**src/rtl/branch_unit_pkg.sv**
```systemverilog
// Shared definitions for the ID-stage branch unit: branch codes, BTB geometry,
// 2-bit predictor counter encoding and the table entry layout.
package branch_unit_pkg;

  localparam int unsigned ENTRIES = 16;
  localparam int unsigned IDX_W   = $clog2(ENTRIES);
  localparam int unsigned TAG_W   = 30 - IDX_W;

  localparam logic [2:0] BR_NONE = 3'd0;
  localparam logic [2:0] BR_BEQ  = 3'd1;
  localparam logic [2:0] BR_BNE  = 3'd2;
  localparam logic [2:0] BR_BGTZ = 3'd3;
  localparam logic [2:0] BR_BLTZ = 3'd4;
  localparam logic [2:0] BR_BGEZ = 3'd5;
  localparam logic [2:0] BR_BLEZ = 3'd6;

  localparam logic [1:0] CTR_SNT = 2'd0;
  localparam logic [1:0] CTR_WNT = 2'd1;
  localparam logic [1:0] CTR_WT  = 2'd2;
  localparam logic [1:0] CTR_ST  = 2'd3;

  typedef struct packed {
    logic             valid;
    logic [TAG_W-1:0] tag;
    logic [31:0]      target;
    logic [1:0]       ctr;
  } btb_entry_t;

  // Saturating 2-bit counter step toward the resolved direction.
  function automatic logic [1:0] ctr_next(input logic [1:0] ctr, input logic taken);
    logic [1:0] res;
    res = ctr;
    if (taken && ctr != CTR_ST) res = ctr + 2'd1;
    else if (!taken && ctr != CTR_SNT) res = ctr - 2'd1;
    return res;
  endfunction

endpackage

```
**src/rtl/branch_unit_btb_table.sv**
```systemverilog
// Direct-mapped branch target buffer: combinational lookup on the fetch word
// address, registered update from the resolving branch.
module btb_table
  import branch_unit_pkg::*;
(
  input  logic        clk,
  input  logic        rst_n,
  input  logic [29:0] lookup_addr,
  output logic        pred_taken,
  output logic [31:0] pred_target,
  input  logic        upd_en,
  input  logic [29:0] upd_addr,
  input  logic        upd_taken,
  input  logic [31:0] upd_target
);

  btb_entry_t entries [ENTRIES];

  logic [IDX_W-1:0] lk_idx;
  logic [TAG_W-1:0] lk_tag;
  logic [IDX_W-1:0] up_idx;
  logic [TAG_W-1:0] up_tag;
  btb_entry_t       lk_ent;
  btb_entry_t       up_ent;
  logic             lk_hit;
  logic             up_hit;

  assign lk_idx = lookup_addr[IDX_W-1:0];
  assign lk_tag = lookup_addr[29:IDX_W];
  assign up_idx = upd_addr[IDX_W-1:0];
  assign up_tag = upd_addr[29:IDX_W];

  assign lk_ent = entries[lk_idx];
  assign up_ent = entries[up_idx];
  assign lk_hit = lk_ent.valid && (lk_ent.tag == lk_tag);
  assign up_hit = up_ent.valid && (up_ent.tag == up_tag);

  // Lookup reads the pre-edge contents, so a same-cycle update is seen next cycle.
  assign pred_taken  = lk_hit && lk_ent.ctr[1];
  assign pred_target = lk_hit ? lk_ent.target : 32'd0;

  always_ff @(posedge clk or negedge rst_n) begin
    if (!rst_n) begin
      for (int i = 0; i < int'(ENTRIES); i++) begin
        entries[i] <= '{valid: 1'b0, tag: '0, target: 32'd0, ctr: CTR_WNT};
      end
    end else if (upd_en) begin
      if (up_hit) begin
        entries[up_idx].ctr    <= ctr_next(up_ent.ctr, upd_taken);
        entries[up_idx].target <= upd_target;
      end else if (upd_taken) begin
        entries[up_idx] <= '{valid: 1'b1, tag: up_tag, target: upd_target, ctr: CTR_WT};
      end
    end
  end

endmodule

```
**src/rtl/branch_unit.sv**
```systemverilog
// ID-stage branch resolution: condition decode, target adder, PC redirect and
// IF/ID flush, resolution statistics, and the BTB that feeds IF predictions.
module branch_unit
  import branch_unit_pkg::*;
(
  input  logic        clk,
  input  logic        rst_n,
  input  logic [31:0] if_pc,
  output logic        pred_taken,
  output logic [31:0] pred_target,
  input  logic        id_valid,
  input  logic        id_stall,
  input  logic [31:0] id_pc,
  input  logic [2:0]  id_br_type,
  input  logic [15:0] id_imm,
  input  logic        id_pred_taken,
  input  logic        zero,
  input  logic        gz,
  input  logic        lz,
  output logic        redirect,
  output logic [31:0] redirect_pc,
  output logic        flush_ifid,
  output logic [31:0] br_count,
  output logic [31:0] mispred_count
);

  logic        is_br;
  logic        taken;
  logic        resolve;
  logic        mispredict;
  logic [31:0] offset;
  logic [31:0] fallthrough;
  logic [31:0] target;
  logic        if_pc_unused;

  // Fetch PCs are word aligned; the byte offset never reaches the table.
  assign if_pc_unused = ^if_pc[1:0];

  // Condition decode; unused code 7 falls into the not-a-branch default.
  always_comb begin
    is_br = 1'b1;
    taken = 1'b0;
    case (id_br_type)
      BR_BEQ:  taken = zero;
      BR_BNE:  taken = !zero;
      BR_BGTZ: taken = gz;
      BR_BLTZ: taken = lz;
      BR_BGEZ: taken = !lz;
      BR_BLEZ: taken = !gz;
      default: is_br = 1'b0;
    endcase
  end

  assign offset      = {{14{id_imm[15]}}, id_imm, 2'b00};
  assign fallthrough = id_pc + 32'd4;
  assign target      = fallthrough + offset;

  assign resolve     = id_valid && !id_stall && is_br;
  assign mispredict  = resolve && (taken != id_pred_taken);
  assign redirect    = mispredict;
  assign flush_ifid  = mispredict;
  assign redirect_pc = (mispredict && taken) ? target : fallthrough;

  always_ff @(posedge clk or negedge rst_n) begin
    if (!rst_n) begin
      br_count      <= 32'd0;
      mispred_count <= 32'd0;
    end else begin
      if (resolve)    br_count      <= br_count + 32'd1;
      if (mispredict) mispred_count <= mispred_count + 32'd1;
    end
  end

  btb_table u_btb (
    .clk         (clk),
    .rst_n       (rst_n),
    .lookup_addr (if_pc[31:2]),
    .pred_taken  (pred_taken),
    .pred_target (pred_target),
    .upd_en      (resolve),
    .upd_addr    (id_pc[31:2]),
    .upd_taken   (taken),
    .upd_target  (target)
  );

endmodule

```
**config.mk**
```make
export PLATFORM = sky130hd
export DESIGN_NAME = branch_unit
export DESIGN_NICKNAME = d
export VERILOG_FILES = /design/src/rtl/branch_unit_pkg.sv /design/src/rtl/branch_unit_btb_table.sv /design/src/rtl/branch_unit.sv
export SDC_FILE = /design/constraint.sdc
export NUM_CORES = 2
export LEC_CHECK = 0
export BUFFER_PORTS_ARGS = -buffer_cell sky130_fd_sc_hd__buf_4
export CORE_MARGIN = 2
export CORE_UTILIZATION = 45
export CTS_CLUSTER_SIZE = 28
export DETAILED_ROUTE_END_ITERATION = 12
export SYNTH_ARGS = -nofsm -noshare
export SYNTH_HDL_FRONTEND = slang
export SYNTH_SLANG_ARGS = --single-unit
```
**constraint.sdc**
```tcl
create_clock -name clk -period 15.02 [get_ports clk]
set_input_delay 3.004 -clock clk [delete_from_list [all_inputs] [get_ports clk]]
set_output_delay 3.004 -clock clk [all_outputs]
set_load 0.01 [all_outputs]
```
* Yosys cells after proc, flatten, opt, wreduce, memory -nomap -nowiden *
Index checks and enable logic that the tools add are counted.

cells by class
  add/subtract/negate cells = 6
  multiply operators = 0
  div/mod/pow operators = 0
  order comparisons = 3
  eq/ne operators = 10
  shift operators = 0
  multiplexer cells = 25
  bitwise logic cells = 2
  reduce and logical (&&, ||, !) cells = 19

operator list
  kind                                                        number
  bitwise mux 976 bit                                         3
  2-to-1 mux 976 bit                                          2
  demux 61 bit (select 4 bit)                                 3
  binary-select mux 61 bit (select 4 bit)                     2
  2-to-1 mux 61 bit                                           5
  adder 32 x 1 -> 32 bit, second input constant               2
  2-to-1 mux 32 bit                                           2
  == test 26 bit                                              2
  2-to-1 mux 34 bit                                           1
  adder 32 x 3 -> 32 bit, second input constant               1
  adder 32 bit                                                1
  >= comparator 5 bit, second input constant                  2
  logical AND 1 bit                                           10
  2-to-1 mux 2 bit                                            5
  inverter 4 -> 5 bit                                         2
  == test 3 bit, second input constant                        3
  == test 3 x 2 -> 1 bit, second input constant               2
  one-hot mux 1 bit (6 select lines)                          1
  OR reduction 6 bit                                          1
  logical NOT 1 bit                                           5
  less-than comparator 5 x 1 -> 1 bit, second input constant  1
  nonzero test 2 bit                                          2
  == test 3 x 1 -> 1 bit, second input constant               1
  adder 2 x 1 -> 2 bit, second input constant                 1
  other kinds (5)                                             5

storage, ports and cells
  bits in registers = 1040
  bits in latches = 0
  bits in writable memories = 0
  ROM bits = 0
  bits of input ports = 91
  output and inout bits = 131
  logic and storage cells = 131
  memories kept = 0

* Longest topological paths before layout *
  word-level depth = 13
  depth in mapped cells = 22
  gate-level depth less buffers = 16

* Modules after synthesis *
From an unflattened synthesis, not the netlist that was laid out.

second synthesis, totals
  cells, all modules = 3785
  area, all modules = 55299.3 um^2

by module, submodules not included
  module       times used  cells each  area each (um^2)  seq. area each (um^2)
  btb_table    1           3124        49653.9           24443.4
  branch_unit  1           661         5645.4            1601.5

* Worst setup path before layout *
No wires, ideal clock.

  kind = in2out
  start point = input port id_pc[5]
  end point = output port redirect_pc[25]
  arrival = 7.207 ns
  required time = 12.016 ns
  path slack = 4.809 ns
  cell stages on the path = 19
  path buffers = 6
  cell sequence = buf_2 -> buf_2 -> buf_2 -> buf_2 -> nand3_1 -> nor4_1 -> and3_1 -> clkbuf_1 -> nand3_1 -> xnor2_1 -> ha_1 -> a21oi_1 -> or3b_2 -> a211o_1 -> a31oi_1 -> xnor2_1 -> clkbuf_1 -> nor2_1 -> nor2_1

on the way
  word-level cells in the longest chain between the ends = 3

ends and longest elaborated chain
  what                        line               RTL
  start: declaration          branch_unit.sv:13  input logic [31:0] id_pc,
  adder 32 x 3 -> 32 bit (*)  branch_unit.sv:55  assign fallthrough = id_pc + 32'd4;
  adder 32 bit                branch_unit.sv:56  assign target = fallthrough + offset;
  2-to-1 mux 32 bit (*)       branch_unit.sv:62  assign redirect_pc = (mispredict && taken) ? target : fallthrough;
  end: declaration            branch_unit.sv:21  output logic [31:0] redirect_pc,

Every way passes the cells marked *; elsewhere a longest branch is shown, timed or not.

* Worst setup path after layout *
  start point = input port id_pc[2]
  end point = output port redirect_pc[31]

Same word-level chain as after synthesis.

==> metrics <==
vias=around 33000; Slew headroom=12.6%; Yosys top cell by area=dfrtp_1; outcome=finished, final reports clean; Final Non-Filler Cells=between 5000 and 6000; routed wire length per instance=28.8 µm; worst skew pair latency=0.73 ns; setup TNS=0 ns; share of cells above drive strength 1=just over 50%; Root Driver=clkbuf_16; Ys Warns=0; Mapped Cells=3645; total congestion overflow=0; Placed Cells=approximately 5300; die footprint=123000 µm²; vias in the first global route=34200; routability cong.=0.840; most frequent cell after synthesis=dfrtp_1; Total GRT Usage=25.9%; most area-consuming cells after synthesis=dfrtp_1 47%, mux2_2 21%, mux4_2 17%; Worst Tran Pin Value=1.31 ns; min cycle time layout=11.46 ns; met2 Use GR=40.8%; Mapped Nets=3781; CP required=12.02 ns; Synth Area per Inst=14.8 µm²; CTS resizes=0; Crit path top cell by count=nand3_1; CTS buffer count=115; initial antenna violation count=17; Nets=between 3000 and 4000; critical path launch point type=primary input; critical path's slowest cell=or4_1; Starting Density=45.2%; Post-CTS Hold Buffers=0; io pins=between 200 and 250; peak supply drop=110 µV; worst setup path category=primary input to output pin; clock sink count=~1000; Via density=approximately 6.1; register area share after synthesis=48.2%; postcts setup bufs=0; # port buffers=about 220; Post-synth top cells=1024 x dfrtp_1, 986 x mux2_2, 403 x mux4_2, 150 x clkbuf_1, 132 x xnor2_1; Worst-path clk slew=0.07 ns; area growth from synthesis to layout=12.8%; Die Span X=351 µm; HP Class=flop to flop; final setup margin=~3.6 ns; row count=127; drt total wl=about 160000 µm; crit-path cells=buf_8 > ha_1 > nand3_1 > nor4_1 > and3_1 > nand3_1 > xnor2_1 > ha_1 > a21oi_1 > nand3_1 > o21ai_0 > o21ai_0 > or4_1 > nand4_1 > buf_4 > o21a_1 > buf_4; met3 usage in global routing=4.76%; Peak Freq=0.0872 GHz; Final Hold Viols=0; GR peak layer=met2; CP endpoint kind=output pin; Detail Route Antenna Nets=0; max-slew violations=0; netlist area before placement=~54000 µm²; H-tree levels=3; ys async rst share=100%; CORE AREA=119000 µm²; post-synthesis register bit count=1040; largest net degree at the start of global routing=172; Power Dens Cells=123 nW/µm²; WP data arrival=approximately 8.5 ns; clock tree buffer depth=3; Final setup violation count=0; dpl hpwl=94600 µm; CP Max Fanout=48; leakage=28.1 nW; total power=0.00752 W; Max-Cap Viols=0; Tcrit/Tclk final=76.3%; M1 GR Usage=36.6%; EDFF count, synth=0; RSZ-0062 raised after global routing=no; slowest stage delay, CP=roughly 0.58 ns; Die H=351 µm; Synth Flop Type=dfrtp_1; Yosys top cell area share=between 40% and 50%; clock skew=roughly 0.028 ns; DRC=0; post-synthesis cell type count=74; clock tree from TritonCTS=done; first-pass GRT wire length=between 200000 and 250000 µm; Pre-antenna DRT Iters=7; Setup WS pre-CTS=3.60 ns; DRT iter0 DRCs=2437
[per-layer routing]
metal / share of wire [%] / vias to the layer above
met4: 3.0 / 22
met2: 47 / 874
li1: - / 14000
met1: 44 / 18000
met3: 5.3 / 295
met5: 0.091 / -
[path summary, 6_finish.rpt]
check	startpoint	to	slack, ns	cells after the start
worst max-delay path	id_pc[2]	redirect_pc[31]	3.56	17
max in group asynchronous	rst_n	br_count[28]	9.86	4
worst max register to register	u_btb.entries[406]	u_btb.entries[892]	9.86	11
min in group asynchronous	rst_n	async pin	2.30	1
worst min-delay path	br_count[31]	br_count[31]	0.47	1
worst min register to register	br_count[31]	br_count[31]	0.47	1
[where the power goes]
part	total (W)	switching (W)	leakage (nW)	internal (W)
Clock	0.00283	0.00117	1.89	0.00165
Sequential	0.00340	0.000222	14.0	0.00318
Combinational	0.00130	0.000594	12.2	0.000701
[kinds of logic after synthesis]
| kind of cell | count (synthesis) | share of synthesized area (%) |
|---|---|---|
| AO/OA/AOI/OAI | 181 | 2.47 |
| buffers and inverters | 338 | 3.06 |
| flip-flops | 1040 | 48.2 |
| multiplexers | 1440 | 38.3 |
| adder cells (fa/ha/maj) | 45 | 1.06 |
| AND/OR/NAND/NOR | 431 | 4.14 |
| XOR/XNOR | 170 | 2.76 |
[stage by stage]
step | utilization [%] | cell area, µm² | hold slack [ns]
floorplan | - | 54000 | 0.447
global placement | 47.8 | 57100 | 0.465
detailed placement | 47.8 | 57100 | 0.464
CTS | 51.0 | 60900 | 0.473
global route | 51.0 | 60900 | 0.490
finish | 51.0 | 60900 | 0.472
[worst max-delay path, delay by kind of cell]
kind / cells / cell delay, ns
AO/OA/AOI/OAI: 4 / 1.17
XOR/XNOR: 1 / 0.38
adder cells (fa/ha/maj): 2 / 0.90
buffers and inverters: 3 / 0.78
AND/OR/NAND/NOR: 7 / 2.14
[final cells by class]
class	count	area, µm²
Tap cell	1612	2020
Clock inverter	33	305
Multi-Input combinational cell	2267	26600
Timing Repair Buffer	310	2410
Antenna cell	1	2.50
Clock buffer	182	3490
Inverter	28	105
Sequential cell	1040	26000
Fill cell	10300	58500
[layout by cell type, fill, tap and decap left out, types with 11 or more instances in the layout]
master | synthesis | layout
and3_1 | 38 | 31
dfstp_2 | 16 | 16
nor3_1 | 22 | 22
ha_1 | 44 | 44
xnor2_1 | 132 | 129
nand3_1 | 36 | 36
mux2i_1 | 45 | 45
nor2_1 | 99 | 99
buf_4 | 32 | 301
nor2b_1 | 42 | 42
o21ai_0 | 19 | 19
clkinv_2 | 0 | 22
dfrtp_1 | 1024 | 1024
mux4_2 | 403 | 403
clkbuf_1 | 150 | 33
o21a_1 | 11 | 11
nand4_1 | 33 | 33
mux2_2 | 986 | 986
nand2b_1 | 13 | 13
a21oi_1 | 44 | 38
clkbuf_16 | 0 | 117
clkbuf_8 | 0 | 33
xor2_1 | 38 | 38
a21o_1 | 13 | 13
inv_1 | 27 | 27
nand2_1 | 79 | 79
and4_1 | 15 | 15
o22ai_1 | 13 | 12
Note: power is estimated with default switching activity, not from simulation.
